==> config.mk <==
export PLATFORM = sky130hd
export DESIGN_NAME = trig_sequencer
export DESIGN_NICKNAME = d
export VERILOG_FILES = /design/src/rtl/trig_sequencer.sv
export SDC_FILE = /design/constraint.sdc
export NUM_CORES = 1
export LEC_CHECK = 0
export BUFFER_PORTS_ARGS = -buffer_cell sky130_fd_sc_hd__buf_4
export CAP_MARGIN = 5
export CORE_MARGIN = 2
export CORE_UTILIZATION = 32
export CTS_BUF_LIST = sky130_fd_sc_hd__clkbuf_16
export CTS_CLUSTER_DIAMETER = 80
export DETAILED_ROUTE_END_ITERATION = 10
export SYNTH_ARGS = -nofsm -noshare
export SYNTH_HDL_FRONTEND = slang
export SYNTH_SLANG_ARGS = --single-unit
==> constraint.sdc <==
create_clock -name clk -period 4.2 [get_ports clk]
set_input_delay 0.21 -clock clk [delete_from_list [all_inputs] [get_ports clk]]
set_output_delay 0.21 -clock clk [all_outputs]
set_load 0.005 [all_outputs]
==> src/rtl/trig_sequencer.sv <==
// trig_sequencer
// Multi-channel trigger generator for the ultrasonic ranging front end.
// Each slot is PERIOD_CYC clocks long, start to start. The first TRIG_CYC
// clocks of a slot drive a pulse on one channel (round-robin) or on all
// masked channels at once (broadcast). Slots run back to back while en_i is
// high. A single slot is started by oneshot_i.
//
// state | meaning
// ------+---------------------------------------------------------------
// IDLE  | no slot running, trig_o low, waiting for en_i / oneshot_i
// PULSE | slot cycles 0..TRIG_CYC-1, trig_o driven with latched pattern
// WAIT  | slot cycles TRIG_CYC..PERIOD_CYC-1, trig_o low
//
// Ports:
//   clk          system clock
//   rstn         synchronous active-low reset
//   en_i         continuous firing enable (level)
//   oneshot_i    single-slot request (one-cycle pulse, ignored while busy)
//   mode_i       0 = round-robin, 1 = broadcast
//   ch_mask_i    enabled channels
//   trig_o       trigger outputs, registered
//   trig_ch_o    channel fired in the current slot (0 in broadcast)
//   trig_start_o one-cycle pulse on the first high cycle of trig_o
//   slot_done_o  one-cycle pulse on the last cycle of a slot
//   busy_o       high while a slot is in progress
module trig_sequencer #(
  parameter int CH_NUM     = 4,
  parameter int CNT_W      = 24,
  parameter int TRIG_CYC   = 120,
  parameter int PERIOD_CYC = 12000000,
  localparam int CH_W      = (CH_NUM > 1) ? $clog2(CH_NUM) : 1
) (
  input  logic              clk,
  input  logic              rstn,
  input  logic              en_i,
  input  logic              oneshot_i,
  input  logic              mode_i,
  input  logic [CH_NUM-1:0] ch_mask_i,
  output logic [CH_NUM-1:0] trig_o,
  output logic [CH_W-1:0]   trig_ch_o,
  output logic              trig_start_o,
  output logic              slot_done_o,
  output logic              busy_o
);

  localparam logic [CNT_W-1:0] TRIG_LAST = CNT_W'(TRIG_CYC - 1);
  localparam logic [CNT_W-1:0] PER_LAST  = CNT_W'(PERIOD_CYC - 1);
  localparam logic [CH_W-1:0]  CH_LAST   = CH_W'(CH_NUM - 1);

  typedef enum logic [1:0] {
    ST_IDLE  = 2'd0,
    ST_PULSE = 2'd1,
    ST_WAIT  = 2'd2
  } state_t;

  state_t              state_q;
  logic [CNT_W-1:0]    cnt_q;
  logic [CNT_W-1:0]    cnt_inc;
  logic [CH_W-1:0]     last_ch_q;
  logic [CH_W-1:0]     trig_ch_q;
  logic [CH_NUM-1:0]   trig_q;
  logic                trig_start_q;
  logic                slot_done_q;
  logic                busy_q;

  logic [CH_W-1:0]     after_sel;
  logic [CH_W-1:0]     wrap_sel;
  logic                after_hit;
  logic                wrap_hit;
  logic [CH_W-1:0]     rr_sel;
  logic [CH_NUM-1:0]   rr_onehot;
  logic                mask_any;
  logic                slot_end;
  logic                do_start;

  assign cnt_inc  = cnt_q + CNT_W'(1);
  assign mask_any = |ch_mask_i;
  assign slot_end = (state_q == ST_WAIT) && (cnt_q == PER_LAST);

  // A new slot either starts from IDLE, or chains directly off the last WAIT
  // cycle so that back-to-back slots keep exact PERIOD_CYC spacing. A oneshot
  // arriving on that last WAIT cycle is still "while busy" and is dropped.
  assign do_start = mask_any &&
                    (((state_q == ST_IDLE) && (en_i || oneshot_i)) ||
                     (slot_end && en_i));

  // Round-robin pick: lowest enabled channel above last_ch wins; if there is
  // none, wrap to the lowest enabled channel at or below last_ch. Scanning
  // downwards lets the lowest index overwrite higher ones.
  always_comb begin
    after_sel = '0;
    wrap_sel  = '0;
    after_hit = 1'b0;
    wrap_hit  = 1'b0;
    for (int i = CH_NUM - 1; i >= 0; i--) begin
      if (ch_mask_i[i]) begin
        if (i > int'(last_ch_q)) begin
          after_sel = CH_W'(i);
          after_hit = 1'b1;
        end else begin
          wrap_sel = CH_W'(i);
          wrap_hit = 1'b1;
        end
      end
    end
  end

  assign rr_sel = after_hit ? after_sel : wrap_sel;

  always_comb begin
    rr_onehot         = '0;
    rr_onehot[rr_sel] = 1'b1;
  end

  always_ff @(posedge clk) begin
    if (!rstn) begin
      state_q      <= ST_IDLE;
      cnt_q        <= '0;
      last_ch_q    <= CH_LAST;
      trig_ch_q    <= '0;
      trig_q       <= '0;
      trig_start_q <= 1'b0;
      slot_done_q  <= 1'b0;
      busy_q       <= 1'b0;
    end else begin
      trig_start_q <= 1'b0;
      slot_done_q  <= 1'b0;
      if (do_start) begin
        state_q      <= ST_PULSE;
        cnt_q        <= '0;
        busy_q       <= 1'b1;
        trig_start_q <= 1'b1;
        // trig_q and trig_ch_q hold the slot's pattern, so later mask/mode
        // changes only matter at the next slot start.
        if (mode_i) begin
          trig_q    <= ch_mask_i;
          trig_ch_q <= '0;
        end else begin
          trig_q    <= rr_onehot;
          trig_ch_q <= rr_sel;
          last_ch_q <= rr_sel;
        end
      end else begin
        case (state_q)
          ST_PULSE: begin
            cnt_q <= cnt_inc;
            if (cnt_q == TRIG_LAST) begin
              state_q <= ST_WAIT;
              trig_q  <= '0;
            end
            // Only reachable when WAIT is a single cycle long.
            if (cnt_inc == PER_LAST) begin
              slot_done_q <= 1'b1;
            end
          end
          ST_WAIT: begin
            if (slot_end) begin
              state_q <= ST_IDLE;
              busy_q  <= 1'b0;
              cnt_q   <= '0;
            end else begin
              cnt_q <= cnt_inc;
              if (cnt_inc == PER_LAST) begin
                slot_done_q <= 1'b1;
              end
            end
          end
          default: begin
            state_q <= ST_IDLE;
            busy_q  <= 1'b0;
            trig_q  <= '0;
            cnt_q   <= '0;
          end
        endcase
      end
    end
  end

  assign trig_o       = trig_q;
  assign trig_ch_o    = trig_ch_q;
  assign trig_start_o = trig_start_q;
  assign slot_done_o  = slot_done_q;
  assign busy_o       = busy_q;

endmodule

======== Yosys cells after proc, flatten, opt, wreduce, memory -nomap -nowiden ========
Cells that the tools add are included.
word-level totals
  register bits ........................... 37
  output and inout port bits .............. 9
  word-level logic and storage cells ...... 83
  input bits .............................. 9
operators by class
  magnitude comparators ................... 5
  reductions and logical operators ........ 15
  equal/unequal tests ..................... 11
  bitwise gates (word level) .............. 2
  multiplexer cells ....................... 40
  add/sub/neg operators ................... 1
operators with widths
  kind                                                               number
  == test 24 bit, second input constant                              2
  one-hot mux 24 bit (2 select lines)                                1
  2-to-1 mux 2 bit                                                   17
  adder 24 x 1 -> 24 bit, second input constant                      1
  == test 24 x 7 -> 1 bit, second input constant                     1
  2-to-1 mux 24 bit                                                  1
  2-to-1 mux 1 bit                                                   13
  2-to-1 mux 4 bit                                                   3
  AND reduction 2 bit                                                5
  != test 2 bit, second input constant                               4
  one-hot mux 4 bit (2 select lines)                                 1
  != test 3 bit, second input constant                               2
  logical AND 1 bit                                                  5
  > comparator 2 bit, first input constant                           2
  one-hot mux 1 bit (2 select lines)                                 2
  one-hot mux 2 bit (2 select lines)                                 1
  OR reduction 4 bit                                                 1
  less-than comparator 2 x 3 -> 1 bit, second input constant         1
  demux 1 bit (select 2 bit)                                         1
  == test 2 x 1 -> 1 bit, second input constant                      1
  == test 2 bit, second input constant                               1
  greater-or-equal comparator 2 x 1 -> 1 bit, second input constant  1
  > comparator 1 x 2 -> 1 bit, first input constant                  1
  zero test 2 bit                                                    1
  3 further kinds                                                    5

======== Depth between registers and ports, before layout ========
Gate-level depths: netlist of run 1.
  depth after elaboration ................. 15
  mapped depth ............................ 9

======== Least setup slack after synthesis of run 1 ========
Ideal clock, no wire load.
  path type ............................... reg-to-reg
  from .................................... reg cnt_q[0]
  to ...................................... reg trig_q[3], in the netlist trig_o[3]
  slack ................................... 2.204 ns
  cell stages (with the launch flop) ...... 10
  arrival time ............................ 1.881 ns
  required time ........................... 4.085 ns
  setup time .............................. 0.115 ns
  period minus slack after synthesis ...... 1.996 ns
  cells stage by stage .................... dfxtp_1 > ha_1 > and2_0 > buf_2 > nand2_1 > or3_4 > o21a_1 > buf_6 > and3_1 > o21a_1
between the ends
  longest elaborated chain between the ends .. 7
  elaborated cells between the ends (all ways) .. 10
RTL lines
  item                                                             line  text
  start, declared                                                  57    logic [CNT_W-1:0] cnt_q;
  start signal, assigned                                           146   cnt_q <= cnt_inc;
  start signal, assigned                                           162   cnt_q <= cnt_inc;
  == test 24 bit                                                   78    assign slot_end = (state_q == ST_WAIT) && (cnt_q == PER_LAST);
  logical AND 1 bit                                                78
  logical AND 1 bit                                                85    (slot_end && en_i));
  logical OR 1 bit                                                 84    (((state_q == ST_IDLE) && (en_i || oneshot_i)) ||
  logical AND 1 bit                                                83    assign do_start = mask_any &&
  != test 3 bit (no line) / != test 2 bit (equally long branches)  n/a
  AND reduction 2 bit (no line)                                    n/a
  end signal, assigned                                             136   trig_q <= ch_mask_i;
  end signal, assigned                                             139   trig_q <= rr_onehot;
  end, declared                                                    61    logic [CH_NUM-1:0] trig_q;
Parallel ways exist; a longest one is shown, timed or not.
A chain may end at the register's enable or synchronous reset.

======== Worst setup path after layout of run 1 ========
  from .................................... reg cnt_q[0]
  to ...................................... reg slot_done_q, in the netlist slot_done_o
between the ends
  longest elaborated chain between the ends .. 6
  elaborated cells between the ends (all ways) .. 11
RTL lines
  item                                                                            line  text
  parallel branches: the longest is 6 deep, another holds adder 24 x 1 -> 24 bit  n/a
  end signal, assigned                                                            123   slot_done_q <= 1'b0;
  end signal, assigned                                                            127   slot_done_q <= 1'b0;
  end signal, assigned                                                            153   slot_done_q <= 1'b1;
  end, declared                                                                   63    logic slot_done_q;
Several ways; the timed one is not identified.

==> results of run 1 <==
[registers in the layout, summed over array words and instances, names as in the netlist]
| name | cells |
|---|---|
| busy_o | 1 |
| trig_o | 4 |
| state_q | 2 |
| trig_start_o | 1 |
| cnt_q | 24 |
| trig_ch_o | 2 |
| slot_done_o | 1 |
| last_ch_q | 2 |
[final cells by class]
| cell class | instances | share of cell area, % |
|---|---|---|
| inverters | 7 | 1.14 |
| clock buffers | 5 | 5.44 |
| repair buffers | 17 | 5.55 |
| well taps | 75 | 4.08 |
| flip-flops and latches | 37 | 32.2 |
| multi-input cells | 182 | 51.0 |
| clock inverters | 3 | 0.598 |
[stage by stage]
stage / power (mW) / instance area (sq um) / hold WS [ns]
after floorplan: 0.409 / 2020 / 0.364
after global placement: 0.431 / 2160 / 0.455
after detailed placement: 0.432 / 2160 / 0.462
after CTS: 0.784 / 2300 / 0.198
after global routing: 0.815 / 2300 / 0.201
final: 0.775 / 2300 / 0.199
[cell usage after synthesis, drive strengths merged (4+ instances only)]
| library cell | number |
|---|---|
| nand3 | 13 |
| clkbuf | 5 |
| nand2b | 6 |
| a21oi | 7 |
| nand2 | 16 |
| nand4 | 14 |
| nor2 | 25 |
| nor4 | 4 |
| inv | 7 |
| and4 | 5 |
| dfxtp | 37 |
| nor2b | 4 |
| xnor2 | 9 |
| a21boi | 6 |
| and2 | 8 |
| xor2 | 13 |
| o21ai | 13 |
| and3 | 8 |
| buf | 9 |
| ha | 5 |
[logic make-up (layout without fill, tap and decap cells)]
kind of cell	Yosys count	count (layout)
DFF	37	37
buffers and inverters	21	32
and+or+nand+nor	116	116
adders and majority gates	5	5
xor gates and xnor gates	22	22
AOI/OAI and AO/OA	39	39
[worst register-to-register path, stage by stage (launching register included)]
cell and delay, ns:
dfxtp_1 0.33, ha_1 0.22, and2_0 0.26, nand2_1 0.16
or3_4 0.16, o21a_1 0.35, nand3_2 0.52, nor4b_2 0.39
[layer usage]
metal,share of wire (%),routed length [um],vias up
met5,0,0,-
met4,0.86,36,0
met3,4.2,174,4
met2,45,1870,22
met1,50,2090,809
li1,-,-,866
[report_power, final]
group | internal, mW | switching (mW)
clock | 0.215 | 0.136
sequential | 0.360 | 0.00525
combinational | 0.0273 | 0.0317
total | 0.602 | 0.173
[worst max path at each step]
stage                             from     endpoint  slack [ns]  cells past startpoint
after floorplan               cnt_q[0]    trig_o[3]        2.20                      9
after global placement    ch_mask_i[0]  slot_done_o        1.80                      6
after detailed placement      cnt_q[0]  slot_done_o        1.70                      7
after CTS                     cnt_q[0]  slot_done_o        1.69                      7
after global routing          cnt_q[0]  slot_done_o        1.45                      7
final                         cnt_q[0]  slot_done_o        1.71                      7
==> summary.md, run 1 <==
| Metric | Value |
|---|---|
| Status | `completed` |
| Die height | `~84 um` |
| Delay of the slowest critical-path stage | `roughly 0.52 ns` |
| GPL Wtd Cong | `between 0.8 and 0.9` |
| Die footprint | `0.00697 sq mm` |
| CTS tree | `yes` |
| Horiz. Die Dim | `between 80 and 90 um` |
| Min-Delay Startpoint | `rstn` |
| Max Freq | `~400 MHz` |
| Number of synthesized flops with an enable pin | `0` |
| Antenna diode count | `0` |
| Sequential share of the synthesized area | `roughly 37%` |
| DRC | `0` |
| Max clock buf depth | `2` |
| Largest family of logic cells by synthesized area | `simple AND/OR/NAND/NOR gates` |
| Slew Limit Headroom | `64.6%` |
| Clock transition at path regs | `~0.060 ns` |
| GRT met2 Usage | `~20%` |
| Cell breakdown of the critical path | `ha_1 -> and2_0 -> nand2_1 -> or3_4 -> o21a_1 -> nand3_2 -> nor4b_2` |
| Synth Cell Area | `a little over 0.002 sq mm` |
| Hold-fix buffer count after cts | `0` |
| Worst slack, placed | `~1.7 ns` |
| XOR/XNOR Fraction of Synth Area | `about a tenth` |
| Ys async rst share | `0%` |
| Vias in the first global route | `about 1600` |
| Library cells used by synthesis | `46` |
| Core Box Area | `between 0.006 and 0.007 sq mm` |
| Hold Crit Endpoint | `last_ch_q[1]` |
| PnR worst setup slack | `roughly 1.7 ns` |
| TritonCTS Buffers | `5` |
| Latest clock arrival within the worst-skew pair | `0.28 ns` |
| Worst Skew | `about 0.0036 ns` |
| CP delay by family, top | `simple AND/OR/NAND/NOR gates` |
| Ratio of cells with drive above 1 in the final layout | `about an eighth` |
| Setup TNS | `0 ns` |
| Critical path required time | `between 4 and 5 ns` |
| Dpl hpwl | `just over 3 mm` |
| Gr usage total | `roughly an eighth` |
| GR Overflow Total | `0` |
| Initial core utilization | `about a third` |
| Worst-Margin Slew | `roughly 0.53 ns` |
| Synth top area share | `a little over a third` |
| Worst r2r path cells | `7` |
| Crit start category | `register` |
| Tmin final | `between 2 and 2.5 ns` |
| CTS H-tree depth | `2` |
| Most common cell after layout, fill and taps aside | `dfxtp_1` |
| Mapped Nets | `254` |
| Commonest non-fill, non-tap cells in the layout | `dfxtp_1, nor2_1, buf_4, nand2_1, nand4_1` |
| Worst-path maximum fanout | `25` |
| Mean Syn Cell Area | `8.43 sq um` |
| Fillers | `just over 600` |
| Kind of end point of the critical path | `register` |
| Maximum vdd drop | `about 0.00016 V` |
| Antenna Violating Nets Remaining | `0` |
| Final setup vio count | `0` |
| Largest net degree at the start of global routing | `26` |
| Post-synthesis mux area share | `0%` |
| Yosys reg bits | `37` |
| Leakage | `0.817 nW` |
| Grt met3 use | `under 10%` |
| Layout area overhead | `13.7%` |
| Initial antenna violation count | `0` |
| PortBufs | `17` |
| RSZ-0062 raised after global routing | `no` |
| Final Hold Fails | `0` |
| CP Buf/Inv Count | `0` |
| Total Wirelength | `approximately 4.2 mm` |
| CP Data Arrival Time | `roughly 2.7 ns` |
| Simple-gate share of the synthesized area | `32.7%` |
| Yosys warns | `0` |
| Reg area | `around 740 sq um` |
| Post-CTS Setup Bufs | `0` |
| Worst hold path depth | `2` |
| Final core utilization | `a little under two fifths` |
| Reg2reg start | `cnt_q[0]` |
| Top Usage Layer GRT | `met2` |
| Dpl cells | `between 300 and 400` |
| WS Path Type | `register to register` |
| Synth area leader | `dfxtp_1` |
| Num rows | `28` |
| Top cells by area, synth | `dfxtp_1, xor2_1, nor2_1, nand4_1, xnor2_1` |
| RR Endpoint | `slot_done_o` |
| M1 GR Usage | `16.9%` |
| Power Density | `around 340 mW/mm^2` |
| Fin nets | `~260` |
| Number of vias per cell | `around 5.2` |
| Layout Cells excl Fill | `roughly 330` |
| Global-route wire length before repair | `around 7.4 mm` |
| Area of the multi-input gates | `approximately 0.0012 sq mm` |
| Slowest cell on crit path | `nand3_2` |
| Post-synthesis adder-cell area fraction | `3.09%` |
| DRT Pass-1 Iters | `4` |
| WL per Instance | `12.8 um` |
| Final Cycle Share | `about three fifths` |
| Hold WC Path Type | `input port to register` |
| Slew Limit Fails | `0` |
| Synthesized instance count | `between 200 and 250` |
| Synth Area in Compound Gates | `between 10% and 20%` |
| Top FF cell, synth | `dfxtp_1` |
| Max-Cap Viols | `0` |
| Clk Tree Root Cell | `clkbuf_16` |
| Ports | `18` |
| Clock Sinks | `37` |
| Routed vias | `around 1700` |
| First-iteration detailed-routing DRC count | `73` |
| Post-CTS Resized | `0` |
| Reg2Reg Setup Slack | `between 1.5 and 2 ns` |
Power figures use the tool's default switching activity.
==> run 2, diff against run 1 <==
==> constraint.sdc (replaced) <==
create_clock -name clk -period 2.55 [get_ports clk]
set_input_delay 0.1275 -clock clk [delete_from_list [all_inputs] [get_ports clk]]
set_output_delay 0.1275 -clock clk [all_outputs]
set_load 0.005 [all_outputs]
==> run 2 against run 1 <==
  * Clock-buffer cell count is the same
  * Critical path depth grew 1
  * Sequential share of layout area shrank 0.41 points
  * Global-route usage shrank 0.072 points
  * Hold slack lost 0.085 ns
  * Die area is the same
  * Clock power grew 64%
  * Critical endpoint unchanged
==> summary.md, run 2 (synthesis results as in run 1) <==
| Metric | Value |
|---|---|
| Slew Limit Headroom | `~65%` |
| First-iteration detailed-routing DRC count | `73` |
| Kind of end point of the critical path | `register` |
| Post-CTS Resized | `0` |
| PortBufs | `17` |
| Seq pwr share | `47.1%` |
| Design area | `roughly 0.0023 sq mm` |
| Biggest register | `cnt_q` |
| Clk Tree Root Cell | `clkbuf_16` |
| Delay of the slowest critical-path stage | `approximately 0.42 ns` |
| Gr usage total | `12.8%` |
| Final setup vio count | `0` |
| Worst r2r path cells | `8` |
| CP Buf/Inv Count | `1` |
| Max clock buf depth | `2` |
| Max Freq | `about 440 MHz` |
| DP Area | `around 0.0022 sq mm` |
| Die height | `83.5 um` |
| Slowest cell on crit path | `or3_4` |
| NetSw | `roughly 0.28 mW` |
| Die footprint | `roughly 0.0070 sq mm` |
| Setup TNS | `0 ns` |
| Reg2Reg Setup Slack | `about 0.26 ns` |
| RSZ-0062 raised after global routing | `no` |
| Routed vias | `between 1500 and 2000` |
| Number of vias per cell | `between 5 and 6` |
| WL per Instance | `between 10 and 15 um` |
| Initial antenna violation count | `0` |
| Vias in the first global route | `1608` |
| Core Box Area | `approximately 0.006 sq mm` |
| WS Path Type | `register to register` |
| CP Data Arrival Time | `about 2.5 ns` |
| Ratio of cells with drive above 1 in the final layout | `14.5%` |
| Slew Limit Fails | `0` |
| Worst-path maximum fanout | `13` |
| Hold-fix buffer count after cts | `0` |
| Tot Pwr | `1.27 mW` |
| Largest net degree at the start of global routing | `15` |
| DRT Pass-1 Iters | `4` |
| Horiz. Die Dim | `approximately 84 um` |
| Initial core utilization | `between 30% and 40%` |
| Clock share of power | `a little under half` |
| GR Overflow Total | `0` |
| Cell breakdown of the critical path | `ha_1 -> and2_0 -> nand2_1 -> or3_4 -> o21a_1 -> nand3_2 -> buf_4 -> nor4b_2` |
| Status | `completed` |
| Num rows | `28` |
| Fin nets | `around 270` |
| DRC | `0` |
| Hold WC Path Type | `input port to register` |
| Tmin final | `between 2 and 2.5 ns` |
| GPL Wtd Cong | `approximately 0.77` |
| Final Cycle Share | `about nine tenths` |
| Final core utilization | `about two fifths` |
| Antenna Violating Nets Remaining | `0` |
| Latest clock arrival within the worst-skew pair | `0.28 ns` |
| Post-CTS Setup Bufs | `0` |
| Global-route wire length before repair | `about 7.4 mm` |
| Max reg flops | `24` |
| Comb power frac | `under 10%` |
| Commonest non-fill, non-tap cells in the layout | `dfxtp_1, nor2_1, buf_4, nand2_1, nand4_1` |
| CP delay by family, top | `simple AND/OR/NAND/NOR gates` |
| Leakage | `approximately 0.84 nW` |
| Clock transition at path regs | `0.06 ns` |
| Worst Skew | `between 0.006 and 0.007 ns` |
| Sw Share | `roughly 22%` |
| Antenna diode count | `0` |
| Maximum vdd drop | `approximately 0.00032 V` |
| Final Hold Fails | `0` |
| TritonCTS Buffers | `5` |
| Ports | `18` |
| Worst hold path depth | `2` |
| Dpl hpwl | `approximately 3 mm` |
| Most common cell after layout, fill and taps aside | `dfxtp_1` |
| CTS tree | `yes` |
| Power Density | `roughly 550 mW/mm^2` |
| Crit start category | `register` |
| Critical path required time | `~2.7 ns` |
| CTS H-tree depth | `2` |
| Max-Cap Viols | `0` |
| Clock Sinks | `37` |
| Total Wirelength | `~4.2 mm` |
| Layout area overhead | `15.2%` |
| Power Internal | `roughly 0.99 mW` |
| Worst path depth | `8` |
| Worst-Margin Slew | `approximately 0.53 ns` |
[run 2: changes by cell type in the layout (fill, tap and decap cells not counted)]
cell   before  now
buf_4      17   21
[run 2: path summary, 6_finish.rpt]
check            from           end
min reg2reg  cnt_q[0]      cnt_q[0]
max          cnt_q[0]   slot_done_o
max reg2reg  cnt_q[0]   slot_done_o
min              rstn  last_ch_q[1]
[run 2: worst register-to-register path: stages (launching register included)]
cell and delay [ns]:
dfxtp_1 0.37, ha_1 0.19, and2_0 0.31, nand2_1 0.16, or3_4 0.42, o21a_1 0.32, nand3_2 0.14, buf_4 0.21
nor4b_2 0.07
[run 2: area by class of cell]
cell class	instances	area, sq um
Clock buffer	5	125
Clock inverter	3	13.8
Fill cell	628	3690
Inverter	7	26.3
Multi-Input combinational cell	182	1170
Sequential cell	37	741
Tap cell	75	93.8
Timing Repair Buffer	21	158
[run 2: metrics by stage]
stage	hold WS [ns]	instances	setup slack [ns]
after floorplan	0.281	240	0.554
after global placement	0.398	322	0.341
after detailed placement	0.404	322	0.266
after CTS	0.112	330	0.260
after global routing	0.113	330	0.107
final	0.114	330	0.260
[run 2: power groups by stage]
stage          clock network [mW]  logic [mW]  registers [mW]
3_5_place_dp                    0      0.0983           0.613
5_1_grt                     0.620       0.110           0.602
3_3_place_gp                    0      0.0979           0.613
6_report                    0.576      0.0977           0.601
4_1_cts                     0.591      0.0989           0.600
2_1_floorplan                   0      0.0613           0.612
[run 2: layer usage]
layer / vias to the layer above / share of wire [%] / wire, um / global-route usage, %
met5: - / 0 / 0 / 0
met3: 7 / 4.7 / 198 / 4.25
met4: 0 / 1.4 / 61 / 4.40
li1: 873 / - / - / -
met2: 22 / 42 / 1770 / 19.4
met1: 787 / 52 / 2180 / 17.0
==> run 3, diff against run 2 <==
--- a/config.mk
+++ b/config.mk
@@ -8,10 +8,12 @@
 export BUFFER_PORTS_ARGS = -buffer_cell sky130_fd_sc_hd__buf_4
 export CAP_MARGIN = 5
 export CORE_MARGIN = 2
-export CORE_UTILIZATION = 32
+export CORE_UTILIZATION = 59
 export CTS_BUF_LIST = sky130_fd_sc_hd__clkbuf_16
 export CTS_CLUSTER_DIAMETER = 80
+export CTS_CLUSTER_SIZE = 8
 export DETAILED_ROUTE_END_ITERATION = 10
+export PLACE_DENSITY = 0.79
 export SYNTH_ARGS = -nofsm -noshare
 export SYNTH_HDL_FRONTEND = slang
 export SYNTH_SLANG_ARGS = --single-unit
==> run 3 against run 2 <==
  * Critical endpoint unchanged
  * Non-clock buffer count is the same
  * Die area decreased by 44%
  * Power is 7.7% higher
  * Worst setup slack got worse by 0.052 ns
  * Sequential share of layout area unchanged
  * Critical path depth stayed put
  * Clock skew decreased by 0.0024 ns
  * Via count up 2.2%
  * Fmax decreased by 2.2%
==> summary.md, run 3 (synthesis results as in run 1) <==
| Metric | Value |
|---|---|
| NetSw | `approximately 0.28 mW` |
| Post-CTS Setup Bufs | `0` |
| Max Freq | `427 MHz` |
| Layout area overhead | `15.2%` |
| Final Hold Fails | `0` |
| Ports | `18` |
| Maximum vdd drop | `between 0.0003 and 0.0004 V` |
| Clock Sinks | `37` |
| Final Cycle Share | `91.8%` |
| DRT Pass-1 Iters | `4` |
| Vias in the first global route | `about 1600` |
| Critical path required time | `between 2 and 3 ns` |
| Clock share of power | `between 40% and 50%` |
| Setup TNS | `0 ns` |
| WS Path Type | `register to register` |
| WHS | `0.109 ns` |
| Slew Limit Headroom | `between 60 and 70%` |
| Total Wirelength | `4.23 mm` |
| Status | `completed` |
| Worst-Margin Slew | `between 0.5 and 0.6 ns` |
| GR Overflow Total | `0` |
| Post-CTS Resized | `0` |
| Fin nets | `around 270` |
| Num rows | `21` |
| Comb power frac | `7.5%` |
| Largest net degree at the start of global routing | `19` |
| Tmin final | `2.34 ns` |
| Number of vias per cell | `between 5 and 6` |
| Hold WC Path Type | `input port to register` |
| Initial core utilization | `61.1%` |
| First-iteration detailed-routing DRC count | `approximately 140` |
| Routed vias | `1727` |
| PortBufs | `17` |
| WL per Instance | `roughly 14 um` |
| DRC | `0` |
| Power Internal | `between 1 and 1.5 mW` |
| Seq pwr share | `around 44%` |
| Dpl hpwl | `~2.9 mm` |
| Gr usage total | `24.4%` |
| CTS tree | `yes` |
| Initial antenna violation count | `0` |
| CP Data Arrival Time | `between 2 and 3 ns` |
| CTS H-tree depth | `2` |
| Dpl cells | `293` |
| Die footprint | `0.00391 sq mm` |
| Antenna Violating Nets Remaining | `0` |
| Max reg flops | `24` |
| Final core utilization | `70.4%` |
| Worst-path maximum fanout | `18` |
| Global-route wire length before repair | `around 7.6 mm` |
| Clock transition at path regs | `~0.05 ns` |
| Sw Share | `20.4%` |
| RSZ-0062 raised after global routing | `no` |
| Kind of end point of the critical path | `register` |
| Worst Skew | `around 0.0038 ns` |
| Biggest register | `cnt_q` |
| Antenna diode count | `0` |
| Most common cell after layout, fill and taps aside | `dfxtp_1` |
| Max-Cap Viols | `0` |
| Layout Cells excl Fill | `between 300 and 400` |
| Hold-fix buffer count after cts | `0` |
| Horiz. Die Dim | `62.6 um` |
| Crit start category | `register` |
| Final setup vio count | `0` |
| Latest clock arrival within the worst-skew pair | `approximately 0.28 ns` |
| Core Box Area | `0.00331 sq mm` |
| Max clock buf depth | `2` |
| Die height | `approximately 63 um` |
| Leakage | `~0.85 nW` |
| TritonCTS Buffers | `5` |
| Clk Tree Root Cell | `clkbuf_16` |
| Power Density | `roughly 600 mW/mm^2` |
| Slew Limit Fails | `0` |
| Commonest non-fill, non-tap cells in the layout | `dfxtp_1, nor2_1, buf_4, nand2_1, nand4_1` |
| Ratio of cells with drive above 1 in the final layout | `14.1%` |
| GPL Wtd Cong | `around 0.89` |
run 3: changes by cell type in the layout (fill, tap and decap cells not counted):
cell	change
buf_12	+1
buf_4	-1
clkinv_1	+1
clkinv_2	-2
bufinv_16	+1
run 3: worst paths after layout:
check	start	endpoint	slack [ns]	cells after the start
max reg2reg	cnt_q[0]	slot_done_o	0.21	8
max	cnt_q[0]	slot_done_o	0.21	8
min	rstn	last_ch_q[1]	0.11	2
min reg2reg	cnt_q[0]	cnt_q[0]	0.47	1
run 3: cell type report:
type                            instances  area (sq um)
Multi-Input combinational cell        182          1170
Fill cell                             298           980
Sequential cell                        37           741
Timing Repair Buffer                   21           170
Clock buffer                            5           125
Tap cell                               46          57.6
Clock inverter                          3          37.5
Inverter                                7          26.3
run 3: per-layer routing:
metal / GRT usage, % / vias up / share of wire, %
li1: - / 880 / -
met1: 32.3 / 810 / 46
met2: 37.2 / 30 / 48
met3: 4.86 / 7 / 4.4
met4: 13.3 / 0 / 1.7
met5: 0 / - / 0
run 3: critical path, stage by stage (launching register included):
cell,delay (ns)
dfxtp_1,0.38
ha_1,0.19
and2_0,0.29
nand2_1,0.15
or3_4,0.41
o21a_1,0.33
nand3_2,0.25
buf_12,0.18
nor4b_2,0.05
run 3: per-stage QoR:
| stage | power, mW | worst slack, ns | area (sq um) |
|---|---|---|---|
| after floorplan | 0.673 | 0.554 | 2020 |
| after global placement | 0.709 | 0.287 | 2170 |
| after detailed placement | 0.713 | 0.240 | 2170 |
| after CTS | 1.39 | 0.199 | 2330 |
| after global routing | 1.42 | 0.00758 | 2330 |
| final | 1.37 | 0.209 | 2330 |
run 3: power groups by stage:
stage	sequential (mW)	combinational, mW	clock (mW)
CTS	0.600	0.102	0.682
global route	0.602	0.114	0.704
global placement	0.612	0.0975	0
detailed placement	0.613	0.0999	0
finish	0.601	0.103	0.669
floorplan	0.612	0.0613	0
